<file path="config.mk">
export PLATFORM = sky130hd
export DESIGN_NAME = button_cmd_sequencer
export DESIGN_NICKNAME = d
export VERILOG_FILES = /design/src/rtl/button_cmd_sequencer.sv
export SDC_FILE = /design/constraint.sdc
export NUM_CORES = 1
export LEC_CHECK = 0
export CORE_ASPECT_RATIO = 0.6
export CORE_UTILIZATION = 65
export CTS_CLUSTER_DIAMETER = 200
export DETAILED_ROUTE_END_ITERATION = 6
export PLACE_DENSITY = 0.82
export REMOVE_ABC_BUFFERS = 1
export SETUP_SLACK_MARGIN = 0.4
export SYNTH_ARGS = -nofsm -noshare
export SYNTH_HDL_FRONTEND = slang
export SYNTH_SLANG_ARGS = --single-unit
</file>
<file path="constraint.sdc">
create_clock -name clk -period 3.09 [get_ports clk]
set_input_delay 0.927 -clock clk [delete_from_list [all_inputs] [get_ports clk]]
set_output_delay 0.927 -clock clk [all_outputs]
set_load 0.01 [all_outputs]
</file>
<file path="src/rtl/button_cmd_sequencer.sv">
// Debounces five raw buttons and turns presses (plus auto-repeat on the
// direction keys) into at most one valid/ready command per video frame.
module button_cmd_sequencer #(
  parameter int DEBOUNCE_CYCLES = 500000,
  parameter int REPEAT_FRAMES   = 15
) (
  input  logic       clk,
  input  logic       rst_n,
  input  logic [4:0] io_button,
  input  logic       frame_tick,
  output logic       cmd_valid,
  input  logic       cmd_ready,
  output logic [2:0] cmd_code,
  output logic [4:0] btn_level,
  output logic       busy
);

  localparam int DB_W      = ($clog2(DEBOUNCE_CYCLES) < 1) ? 1 : $clog2(DEBOUNCE_CYCLES);
  localparam int RP_W      = ($clog2(REPEAT_FRAMES + 1) < 1) ? 1 : $clog2(REPEAT_FRAMES + 1);
  localparam int RP_LAST_I = (REPEAT_FRAMES > 0) ? REPEAT_FRAMES - 1 : 0;

  localparam logic [DB_W-1:0] DB_LAST     = DB_W'(DEBOUNCE_CYCLES - 1);
  localparam logic [RP_W-1:0] RP_LAST     = RP_W'(RP_LAST_I);
  localparam logic [4:0]      REPEAT_MASK = 5'b11101;

  localparam logic [2:0] CMD_NONE   = 3'd0;
  localparam logic [2:0] CMD_UP     = 3'd1;
  localparam logic [2:0] CMD_DOWN   = 3'd2;
  localparam logic [2:0] CMD_LEFT   = 3'd3;
  localparam logic [2:0] CMD_RIGHT  = 3'd4;
  localparam logic [2:0] CMD_SELECT = 3'd5;

  typedef enum logic [1:0] {
    IDLE       = 2'd0,
    WAIT_FRAME = 2'd1,
    ISSUE      = 2'd2
  } state_t;

  state_t          state, state_next;
  logic [4:0]      sync_a, sync_b;
  logic [4:0]      level_q;
  logic [DB_W-1:0] db_cnt [5];
  logic [RP_W-1:0] rp_cnt [5];
  logic [4:0]      press, rep_hit, grant, pend;
  logic            valid_next;
  logic [2:0]      code_next;

  // NOTE: every clocked process uses non-blocking assignments so all flops
  // sample pre-edge values and simulation matches the synthesized netlist.
  always_ff @(posedge clk or negedge rst_n) begin
    if (!rst_n) begin
      sync_a <= '0;
      sync_b <= '0;
    end else begin
      sync_a <= io_button;
      sync_b <= sync_a;
    end
  end

  // A level flips only after DEBOUNCE_CYCLES consecutive disagreeing samples.
  // NOTE: the counters are plain flops, not a RAM, so each element is reset
  // explicitly; a RAM-style array would be left unreset.
  always_ff @(posedge clk or negedge rst_n) begin
    if (!rst_n) begin
      for (int i = 0; i < 5; i++) db_cnt[i] <= '0;
      btn_level <= '0;
      level_q   <= '0;
    end else begin
      level_q <= btn_level;
      for (int i = 0; i < 5; i++) begin
        if (sync_b[i] == btn_level[i]) begin
          db_cnt[i] <= '0;
        end else if (db_cnt[i] == DB_LAST) begin
          db_cnt[i]    <= '0;
          btn_level[i] <= ~btn_level[i];
        end else begin
          db_cnt[i] <= db_cnt[i] + 1'b1;
        end
      end
    end
  end

  assign press = btn_level & ~level_q;

  // NOTE: combinational outputs get a default before any branch so no path
  // leaves them unassigned, which would otherwise infer a latch.
  always_comb begin
    rep_hit = '0;
    for (int i = 0; i < 5; i++) begin
      if (REPEAT_FRAMES > 0 && REPEAT_MASK[i] && btn_level[i] && frame_tick &&
          rp_cnt[i] == RP_LAST)
        rep_hit[i] = 1'b1;
    end
  end

  always_ff @(posedge clk or negedge rst_n) begin
    if (!rst_n) begin
      for (int i = 0; i < 5; i++) rp_cnt[i] <= '0;
    end else begin
      for (int i = 0; i < 5; i++) begin
        if (!btn_level[i] || !REPEAT_MASK[i])
          rp_cnt[i] <= '0;
        else if (rep_hit[i])
          rp_cnt[i] <= '0;
        else if (frame_tick && rp_cnt[i] != RP_LAST)
          rp_cnt[i] <= rp_cnt[i] + 1'b1;
      end
    end
  end

  // A new press or repeat on the bit being granted wins over the clear.
  always_ff @(posedge clk or negedge rst_n) begin
    if (!rst_n) pend <= '0;
    else        pend <= (pend & ~grant) | press | rep_hit;
  end

  always_ff @(posedge clk or negedge rst_n) begin
    if (!rst_n) begin
      state     <= IDLE;
      cmd_valid <= 1'b0;
      cmd_code  <= CMD_NONE;
    end else begin
      state     <= state_next;
      cmd_valid <= valid_next;
      cmd_code  <= code_next;
    end
  end

  always_comb begin
    state_next = state;
    valid_next = cmd_valid;
    code_next  = cmd_code;
    grant      = '0;
    case (state)
      IDLE: begin
        if (|pend) state_next = WAIT_FRAME;
      end
      WAIT_FRAME: begin
        if (frame_tick && |pend) begin
          state_next = ISSUE;
          valid_next = 1'b1;
          if (pend[1]) begin
            grant = 5'b00010; code_next = CMD_SELECT;
          end else if (pend[0]) begin
            grant = 5'b00001; code_next = CMD_UP;
          end else if (pend[2]) begin
            grant = 5'b00100; code_next = CMD_DOWN;
          end else if (pend[3]) begin
            grant = 5'b01000; code_next = CMD_LEFT;
          end else begin
            grant = 5'b10000; code_next = CMD_RIGHT;
          end
        end
      end
      ISSUE: begin
        if (cmd_ready) begin
          state_next = IDLE;
          valid_next = 1'b0;
          code_next  = CMD_NONE;
        end
      end
      default: state_next = IDLE;
    endcase
  end

  assign busy = (state != IDLE);

endmodule

</file>
Word-level counts from Yosys, hierarchy flattened --
Cells that the tools add are included.
Word-level totals: output and inout bits 10, register bits after elaboration 142, word-level logic and storage cells 143
Operators by class: reduce and logical (&&, ||, !) cells 24, mux-type cells 46, bitwise gates (word level) 16, add/subtract/negate cells 9, equal/unequal tests 27
Operators by type and width (number):
- 2-to-1 mux 19 bit | 10
- adder 19 x 1 -> 19 bit (second input constant) | 5
- == test 19 bit (second input constant) | 5
- 2-to-1 mux 4 bit | 12
- 2-to-1 mux 5 bit | 6
- 2-to-1 mux 3 bit | 6
- adder 4 x 1 -> 4 bit (second input constant) | 4
- == test 4 bit (second input constant) | 4
- inequality test 4 bit (second input constant) | 4
- logical AND 1 bit | 13
- inequality test 3 x 1 -> 1 bit (second input constant) | 4
- bitwise AND 5 bit | 2
- NOT 1 bit | 10
- NOT 5 bit | 2
- bitwise OR 5 bit | 2
- AND reduction 2 bit | 5
- 2-to-1 mux 1 bit | 6
- 2-to-1 mux 2 bit | 3
- inequality test 2 bit (second input constant) | 3
- case mux 2 bit (3 select lines) | 1
- case mux 3 bit (2 select lines) | 1
- AND reduction 3 bit | 2
- == test 1 bit | 5
- OR reduction 5 bit | 1
- other kinds (5) | 6

Depth between registers and ports, before layout --
Gate-level depths: netlist (run 1).
depth in word-level cells 10, depth in mapped cells 6, depth with buffers taken out 6

Least setup slack after synthesis (run 1) --
OpenSTA, ideal clock, no wires.
path kind register to register, start point reg db_cnt[52] (netlist bit), end point reg btn_level[2], clock period less this slack 2.019 ns, cell stages (with the launch flop) 5, slack 1.071 ns, arrival 1.894 ns, path buffers 0, data required time 2.965 ns, cell sequence dfrtp_1 > or4b_1 > or4_4 > nor2_1 > mux2_2
On the way: cells in the longest elaborated chain, start to end 2
RTL lines:
- start, declared | RTL line 42 | logic [DB_W-1:0] db_cnt [5];
- start signal, assigned by index | RTL line 77 | db_cnt[i] <= db_cnt[i] + 1'b1;
- == test 19 bit | RTL line 73 | end else if (db_cnt[i] == DB_LAST) begin
- AND reduction 2 bit (no source line)
- end signal, assigned by index | RTL line 75 | btn_level[i] <= ~btn_level[i];
- end, declared | RTL line 14 | output logic [4:0] btn_level,
No other way between the ends. A chain may end at the register's enable or synchronous reset.

Final worst setup path (run 1) --
start point reg state[1], end point out busy
On the way: cells in the longest elaborated chain, start to end 1
RTL lines:
- start, declared | RTL line 39 | state_t state, state_next;
- start signal, assigned | RTL line 123 | state <= state_next;
- nonzero test 2 bit | RTL line 166 | assign busy = (state != IDLE);
- end, declared | RTL line 15 | output logic busy
No other way between the ends.

==> impl_metrics.yaml, run 1 <==
clock_tree:
  clock_latency_ps: 420
  cts_setup_buffers: 0
  cts_tree: "yes"
  holdBufCountCts: 0
  clock_sinks: 142
  cts.repair.resized: 0
  htreeDepth: 4
  path_clk_slew_ps: 50
  cts_buffers: 17
  clockBufferDepth: 2
  root_buffer: "clkbuf_16"
power_and_ir_drop:
  ir_worst_vdd_mv: 0.4887
  p_total_uw: 4330
  p_leak_uw: 0.003222
  cellPowerDensity_nw_per_um2: 558.2
die:
  io_pins: 19
  die-height_um: 81.19
  initial_core_util: 0.6781
  row_count: 28
  core_area_sq_um: 10020
  die_w_um: 134.0
  dieArea_sq_um: 10880
routing:
  drtIter0Drc: 404
  drt_drc_violations_left: 0
  wire_per_inst_um: 16.60
  drt-total-wl_um: 14170
  drtAntennaViolNets: 0
  avgViaCountPerCell: 6.141
  via_count: 5244
  drt_pre_antenna_iters: 6
logic_synthesis:
  ys_warn_count: 0
  yosys.area.top_type: "dfrtp_1"
  synth_area_sq_um: 6794
  synth.top_cells.by_area: "dfrtp_1 (52%), nor2_1 (5.6%), xnor2_1 (4.5%)"
  ys_ff_latch: 142
  post-synth-top-count-cell: "dfrtp_1"
  ys.flop_type: "dfrtp_1"
  syn_inst: 678
  ys_seq_area_frac: 0.5230
  synth_top_area_frac: 0.5230
  synth_edf_count: 0
  synth.distinct_cells: 44
  async_flop_share: 1.000
  yosys-top-cells-count: "dfrtp_1 (142), nor2_1 (102), nand2_1 (49), a21oi_1 (35), xnor2_1 (35)"
  avgSynthCellArea_sq_um: 10.02
critical_path:
  worstSetupEndpointType: "output port"
  startpoint_type: "flip-flop"
  critPathTopFamily: "buffers and inverters"
  path_cells: "or2_2 > clkdlybuf4s50_1"
  cp_max_fo: 5
  critPathMaxStageDelay_ps: 480
  critPathArrivalTime_ps: 1610
  critical_path_class: "reg2out"
  worstPathRequired_ps: 2160
  cp_slowest_cell: "clkdlybuf4s50_1"
  crit_buf_inv: 1
grt:
  gr-usage-met3: 0.07491
  grt_max_degree: 68
  grt_pass1_wl_um: 24180
  antenna_found_initial: 0
  met2_usage: 0.4492
  track_usage: 0.2878
  use_met1: 0.4003
  grt_pass1_vias: 5015
  gr-total-overflow: 0
  grt.busiest_layer: "met2"
status:
  status: "finished clean"
timing:
  timing.slew.headroom: 0.6429
  finalCritPeriodShare: 0.8197
  final_max_slew_viol_count: 0
  fin_setup_tns_ps: 0
  min_period_ps: 2533
  clock.fmax_mhz: 394.8
  layout_setup_ws_ps: 557.0
  worst_slew_pin_slew_ps: 533.6
  clock_skew_ps: 6.268
  finalSetupViolations: 0
  finalHoldViolations: 0
  rsz0062_at_grt: "no"
min_path:
  hold_class: "reg2reg"
finish:
  area_growth_pct: 14.16
  drive_gt1_frac: 0.07928
  nets: 729
  num_antenna_cells: 0
place:
  preCtsSetupSlack_ps: 589.9
  finalWeightedCongestion: 0.8702
  dp_hpwl_um: 8951
  portBuffers: 18
flow_run:
  maxCapViolations: 0
final cells by class:
cell class,instances,area (sq um)
inverter,21,78.83
sequential,142,3553
fill,649,2263
multi-input combinational,501,3089
tap,135,168.9
clock inverter,5,127.6
timing repair buffer,24,239.0
clock buffer,26,499.2
registers in the layout (all words and copies together) (netlist names):
name and flops:
btn_level 5, cmd_valid 1, pend 5, rp_cnt 16, sync_b 5, db_cnt 95
level_q 5, state 2, sync_a 5, cmd_code 3
per-layer routing:
metal | wire, um | share of wire
met2 | 6507 | 0.46
met1 | 6646 | 0.47
met3 | 876 | 0.062
met5 | 0 | 0
met4 | 142 | 0.010
worst reg2reg max path, cell delays in order, from the launching register on:
cell and delay (ps):
dfrtp_1 400, or4b_2 690, or4_4 460, o21ai_4 460, nor2_1 140
stage by stage:
stage / hold slack [ps] / util / cells / cell area [sq um]
2_1_floorplan: 331.2 / - / 664 / 6721
3_3_place_gp: 332.3 / 0.7115 / 823 / 7129
3_5_place_dp: 340.2 / 0.7115 / 823 / 7129
4_1_cts: 353.5 / 0.7741 / 854 / 7756
5_1_grt: 359.8 / 0.7741 / 854 / 7756
6_report: 352.7 / 0.7741 / 854 / 7756
power breakdown:
group          internal [uW]  total, uW  switching (uW)
sequential              1900       1940            38.9
clock                   1430       2170             737
combinational           94.5        217             122
total                   3430       4330             898
path summary, 6_finish.rpt:
kind | startpoint | to | slack [ps] | depth (start not counted)
hold / removal | sync_a[3] | sync_b[3] | 350 | 0
max in group asynchronous | rst_n | level_q[1] | 1900 | 2
hold reg to reg | sync_a[3] | sync_b[3] | 350 | 0
min in group asynchronous | rst_n | db_cnt[13] | 420 | 1
setup reg to reg | db_cnt[49] | db_cnt[38] | 790 | 4
setup / recovery | state[1] | busy | 560 | 2
cells by family after synthesis:
family	Yosys count	synth area share
AO/OA/AOI/OAI	92	0.07956
buffers and inverters	35	0.02228
AND/OR/NAND/NOR	319	0.2488
XOR/XNOR	65	0.08379
multiplexers	12	0.01860
adder cells (fa/ha/maj)	13	0.02394
flip-flops	142	0.5230
cell usage in the layout (no fill, tap or decap), drive strengths merged, types with 6 or more instances in the layout:
| cell type | n |
|---|---|
| a21oi | 35 |
| and3 | 10 |
| and4 | 8 |
| buf | 7 |
| clkbuf | 26 |
| clkdlybuf4s50 | 17 |
| dfrtp | 142 |
| ha | 13 |
| inv | 21 |
| mux2i | 7 |
| nand2 | 49 |
| nand3 | 31 |
| nand4 | 29 |
| nor2 | 102 |
| nor2b | 6 |
| nor3 | 9 |
| nor4 | 13 |
| o21ai | 35 |
| o31ai | 13 |
| or2 | 7 |
| or3 | 13 |
| or4 | 20 |
| xnor2 | 35 |
| xor2 | 30 |
Note: power is estimated with default switching activity, not from simulation.
==> inputs of run 2 (changes only) <==
CORE_UTILIZATION = 62   (was 65)
PLACE_DENSITY = 0.79   (was 0.82)
clock period = 2.6 ns   (was 3.09 ns; I/O delays follow)
==> run 2 against run 1 <==
Compared with the run above: cell area up 1.1%; utilization down 3.4 points; register-to-register slack worse by 330 ps; non-clock buffer count up 11; combinational power up 33%; worst setup slack worse by 100 ps; global-route usage down 2.3 points; clock power up 13%; largest power group unchanged.
==> impl_metrics.yaml, run 2 (synthesized netlist as in run 1, its figures left out) <==
status:
  status: "finished clean"
timing:
  final_max_slew_viol_count: 0
  finalSetupViolations: 0
  timing.slew.headroom: 0.6183
  clock_skew_ps: 7.632
  finalCritPeriodShare: 0.8246
  rsz0062_at_grt: "no"
  worst_slew_pin_slew_ps: 572.5
  fin_setup_tns_ps: 0
  min_period_ps: 2144
  clock.fmax_mhz: 466.4
  finalHoldViolations: 0
flow_run:
  maxCapViolations: 0
clock_tree:
  cts_buffers: 17
  htreeDepth: 4
  clockBufferDepth: 2
  cts_tree: "yes"
  holdBufCountCts: 0
  clock_latency_ps: 420
  clock_sinks: 142
  root_buffer: "clkbuf_16"
  path_clk_slew_ps: 60
routing:
  drtIter0Drc: 458
  wire_per_inst_um: 15.79
  drtAntennaViolNets: 0
  avgViaCountPerCell: 5.932
  drt_drc_violations_left: 0
  drt_pre_antenna_iters: 5
  drt-total-wl_um: 13720
  via_count: 5155
die:
  dieArea_sq_um: 11390
  die-height_um: 83.09
  core_area_sq_um: 10600
  die_w_um: 137.1
  initial_core_util: 0.6412
  io_pins: 19
  row_count: 29
critical_path:
  startpoint_type: "flip-flop"
  worstSetupEndpointType: "flip-flop"
  reg2reg_slack_ps: 460
  critPathArrivalTime_ps: 2440
  worstPathRequired_ps: 2900
  critical_path_class: "reg2reg"
  cp_max_fo: 5
finish:
  final_common_cell: "dfrtp_1"
  num_antenna_cells: 0
  final_cell_mix: "dfrtp_1 (138), nor2_1 (102), nand2_1 (49)"
  drive_gt1_frac: 0.1041
  reg_top3: "db_cnt x95, rp_cnt x16"
  largest_register: "db_cnt"
  design_area_sq_um: 7841
  area_growth_pct: 15.41
  largest_reg_flops: 95
  nets: 740
grt:
  grt_max_degree: 63
  grt_pass1_vias: 5008
  grt_pass1_wl_um: 23600
  gr-total-overflow: 0
  track_usage: 0.2652
  antenna_found_initial: 0
min_path:
  hold_class: "in2async"
power_and_ir_drop:
  ir_worst_vdd_mv: 0.4923
  cellPowerDensity_nw_per_um2: 642.6
  p_leak_uw: 0.003277
place:
  finalWeightedCongestion: 0.8428
  dp_hpwl_um: 8795
  portBuffers: 18
  postPlaceCellArea_sq_um: 7157
-- run 2: cell types whose count changed in the layout (fill, tap and decap cells not counted), sizes merged --
cell           delta
clkbuf            -6
clkinvlp          +2
bufinv            -1
clkinv            +5
buf              +11
dlygate4sd2       +3
clkdlybuf4s50     -3
-- run 2: area by class of cell --
class	count	area [sq um]
Inverter	21	78.83
Clock inverter	11	141.4
Clock buffer	20	456.7
Tap cell	139	173.9
Sequential cell	142	3558
Timing Repair Buffer	35	342.8
Fill cell	724	2754
Multi-Input combinational cell	501	3089
-- run 2: report_power, final --
part / total, uW / switching [uW] / internal (uW)
combinational: 288 / 163 / 125
sequential: 2300 / 37.7 / 2260
clock: 2450 / 905 / 1550
total: 5040 / 1110 / 3930
-- run 2: per-stage QoR --
step / total power [uW] / cells / hold slack [ps] / worst slack [ps] / utilization
after floorplan: 2452 / 664 / 331.2 / 581.2 / -
after global placement: 2593 / 830 / 332.1 / 339.9 / 0.6755
after detailed placement: 2608 / 830 / 334.7 / 295.4 / 0.6755
after CTS: 5071 / 867 / 355.4 / 421.9 / 0.7375
after global routing: 5204 / 869 / 364.0 / 410.0 / 0.7401
final: 5038 / 869 / 336.3 / 456.0 / 0.7401
-- run 2: final timing paths --
kind	endpoint	depth (start not counted)	startpoint
worst max-delay path	btn_level[2]	4	db_cnt[52]
min in group clk	sync_b[3]	0	sync_a[3]
worst min register to register	sync_b[3]	0	sync_a[3]
worst min-delay path	db_cnt[55]	1	rst_n
worst max register to register	btn_level[2]	4	db_cnt[52]
max in group asynchronous	btn_level[3]	2	rst_n
-- run 2: layer usage --
layer | wire [um] | vias to the layer above | track usage
met2 | 6289 | 138 | 0.4040
met1 | 6696 | 2517 | 0.3812
met3 | 581 | 16 | 0.05433
met4 | 155 | 0 | 0.08591
li1 | - | 2484 | -
met5 | 0 | - | 0
-- run 2: repair_timing --
action / in CTS / in global routing
gates resized for setup: 7 / 0
buffers inserted: 6 / 2
endpoints found under the setup margin: 22 / 19
pin swaps: 1 / 1
-- run 2: critical path: stages, from the launching register on --
cell and delay [ps]:
dfrtp_1 430, or4b_1 550, or4_4 570, nor2_1 130
mux2_2 340
==> inputs of run 3 (changes only) <==
CORE_UTILIZATION = 56   (was 62)
PLACE_DENSITY = 0.75   (was 0.79)
clock period = 1.96 ns   (was 2.6 ns; I/O delays follow)
==> run 3 against run 2 <==
Compared with the run above: the run now ends with negative setup slack left; cell area up 25%; flip-flop and latch count unchanged; global-route usage up 6.3 points; via count up 23%; worst hold slack worse by 240 ps; routed wire length up 56%; sequential power up 33%; die area up 11%; non-clock buffer count up 123; sequential share of layout area down 9.1 points; critical endpoint unchanged; largest power group unchanged.
==> impl_metrics.yaml, run 3 (synthesized netlist as in run 1, its figures left out) <==
status:
  status: "finished with violations"
  violations: "negative setup slack"
finish:
  postLayoutCoreUtil: 0.8476
  final_cell_mix: "dfrtp_1 (138), buf_4 (103), nor2_1 (52)"
  instances_no_fill: 1014
  largest_reg_flops: 95
  num_antenna_cells: 0
  final_common_cell: "dfrtp_1"
  area_growth_pct: 44.24
  largest_register: "db_cnt"
  nets: 863
  drive_gt1_frac: 0.3759
  reg_top3: "db_cnt x95, rp_cnt x16"
die:
  io_pins: 19
  dieArea_sq_um: 12590
  die-height_um: 87.32
  initial_core_util: 0.5877
  row_count: 30
  die_w_um: 144.2
  core_area_sq_um: 11560
timing:
  min_period_ps: 2089
  clock.fmax_mhz: 478.8
  rsz0062_at_grt: "yes"
  clock_skew_ps: 14.33
  finalSetupViolations: 50
  worst_slew_pin_slew_ps: 578.7
  layout_setup_ws_ps: -128.7
  finalCritPeriodShare: 1.066
  finalHoldWorstSlack_ps: 101.3
  finalHoldViolations: 0
  final_max_slew_viol_count: 0
  timing.slew.headroom: 0.6106
  fin_setup_tns_ps: -2986
power_and_ir_drop:
  combPwrFrac: 0.080
  ir_worst_vdd_mv: 0.6055
  cellPowerDensity_nw_per_um2: 776.1
  p_leak_uw: 0.004112
  intPower_uw: 5928
  p_switching_uw: 1677
  clkPwrFrac: 0.519
  switching_share: 0.2205
  seq_power_share: 0.401
clock_tree:
  clockBufferDepth: 2
  clock_latency_ps: 440
  clock_sinks: 142
  path_clk_slew_ps: 60
  root_buffer: "clkbuf_16"
  cts_tree: "yes"
  htreeDepth: 4
  cts_buffers: 17
critical_path:
  cp_max_fo: 2
  crit_buf_inv: 0
  startpoint_type: "flip-flop"
  worstSetupEndpointType: "flip-flop"
  critPathArrivalTime_ps: 2400
  path_cells: "or4b_4 > or4_4 > nor2_4 > mux2_4"
  critical_path_class: "reg2reg"
  critPathMaxStageDelay_ps: 590
  worstPathRequired_ps: 2270
  critPathTopFamily: "simple AND/OR/NAND/NOR gates"
  cp_slowest_cell: "or4_4"
grt:
  grt_pass1_vias: 6128
  antenna_found_initial: 0
  track_usage: 0.3283
  grt_pass1_wl_um: 31040
  gr-total-overflow: 0
  grt_max_degree: 50
routing:
  wire_per_inst_um: 21.18
  drtIter0Drc: 653
  drt_pre_antenna_iters: 7
  drt-total-wl_um: 21470
  via_count: 6359
  avgViaCountPerCell: 6.271
  drt_drc_violations_left: 0
  drtAntennaViolNets: 0
place:
  portBuffers: 18
  dp_hpwl_um: 10140
  placedCellCount: 913
  finalWeightedCongestion: 0.8560
min_path:
  hold_class: "in2async"
flow_run:
  maxCapViolations: 0
-- run 3: changes by cell type in the layout (fill, tap and decap cells not counted), sizes merged, moves of 3 or more --
cell / before / now
buf: 18 / 150
bufinv: 3 / 7
clkbuf: 20 / 23
clkdlybuf4s50: 14 / 6
clkinv: 5 / 1
dlygate4sd2: 3 / 0
-- run 3: per-layer routing --
layer	track usage	share of wire	wire length (um)
met1	0.4184	0.39	8392
met3	0.07752	0.079	1697
met2	0.5332	0.48	10200
met5	0	0	0
met4	0.1569	0.055	1182
-- run 3: worst register-to-register path, stage by stage (launching register included) --
cell and delay (ps):
dfrtp_1 400, or4b_4 550, or4_4 590, nor2_4 120, mux2_4 310
-- run 3: timing repair --
| item | CTS | global route |
|---|---|---|
| hold buffers | 0 | 0 |
| endpoints found under the setup margin | 116 | 114 |
| cloned | 8 | 1 |
| pin swaps | 93 | 25 |
| gates resized for setup | 192 | 81 |
| buffers inserted | 49 | 11 |
-- run 3: cell type report --
class	count	area [sq um]
Fill cell	584	1762
Clock inverter	10	230.2
Sequential cell	142	3558
Multi-Input combinational cell	501	3802
Tap cell	160	200.2
Clock buffer	22	484.2
Inverter	21	78.83
Timing Repair Buffer	158	1445
-- run 3: final timing paths --
check | from | end | depth (start not counted) | slack [ps]
max in group asynchronous | rst_n | db_cnt[71] | 2 | 1230
setup / recovery | db_cnt[49] | btn_level[2] | 4 | -130
hold / removal | rst_n | db_cnt[94] | 1 | 100
hold reg to reg | sync_a[1] | sync_b[1] | 0 | 350
setup reg to reg | db_cnt[49] | btn_level[2] | 4 | -130
min in group clk | sync_a[1] | sync_b[1] | 0 | 350
-- run 3: power by group through the flow --
stage	Combinational [uW]	Sequential, uW	Clock, uW
after floorplan	143	3110	0
after detailed placement	437	3100	0
after global placement	424	3090	0
after global routing	649	3060	4100
after CTS	509	3050	3930
final	608	3050	3950
-- run 3: stage by stage --
step	setup WS, ps	power [uW]	instance area, sq um
final	-128.7	7605	9799
after global routing	-135.9	7806	9799
after CTS	-60.56	7485	9368
after detailed placement	-123.6	3534	7699
after global placement	-86.67	3515	7699
after floorplan	-58.84	3253	6721
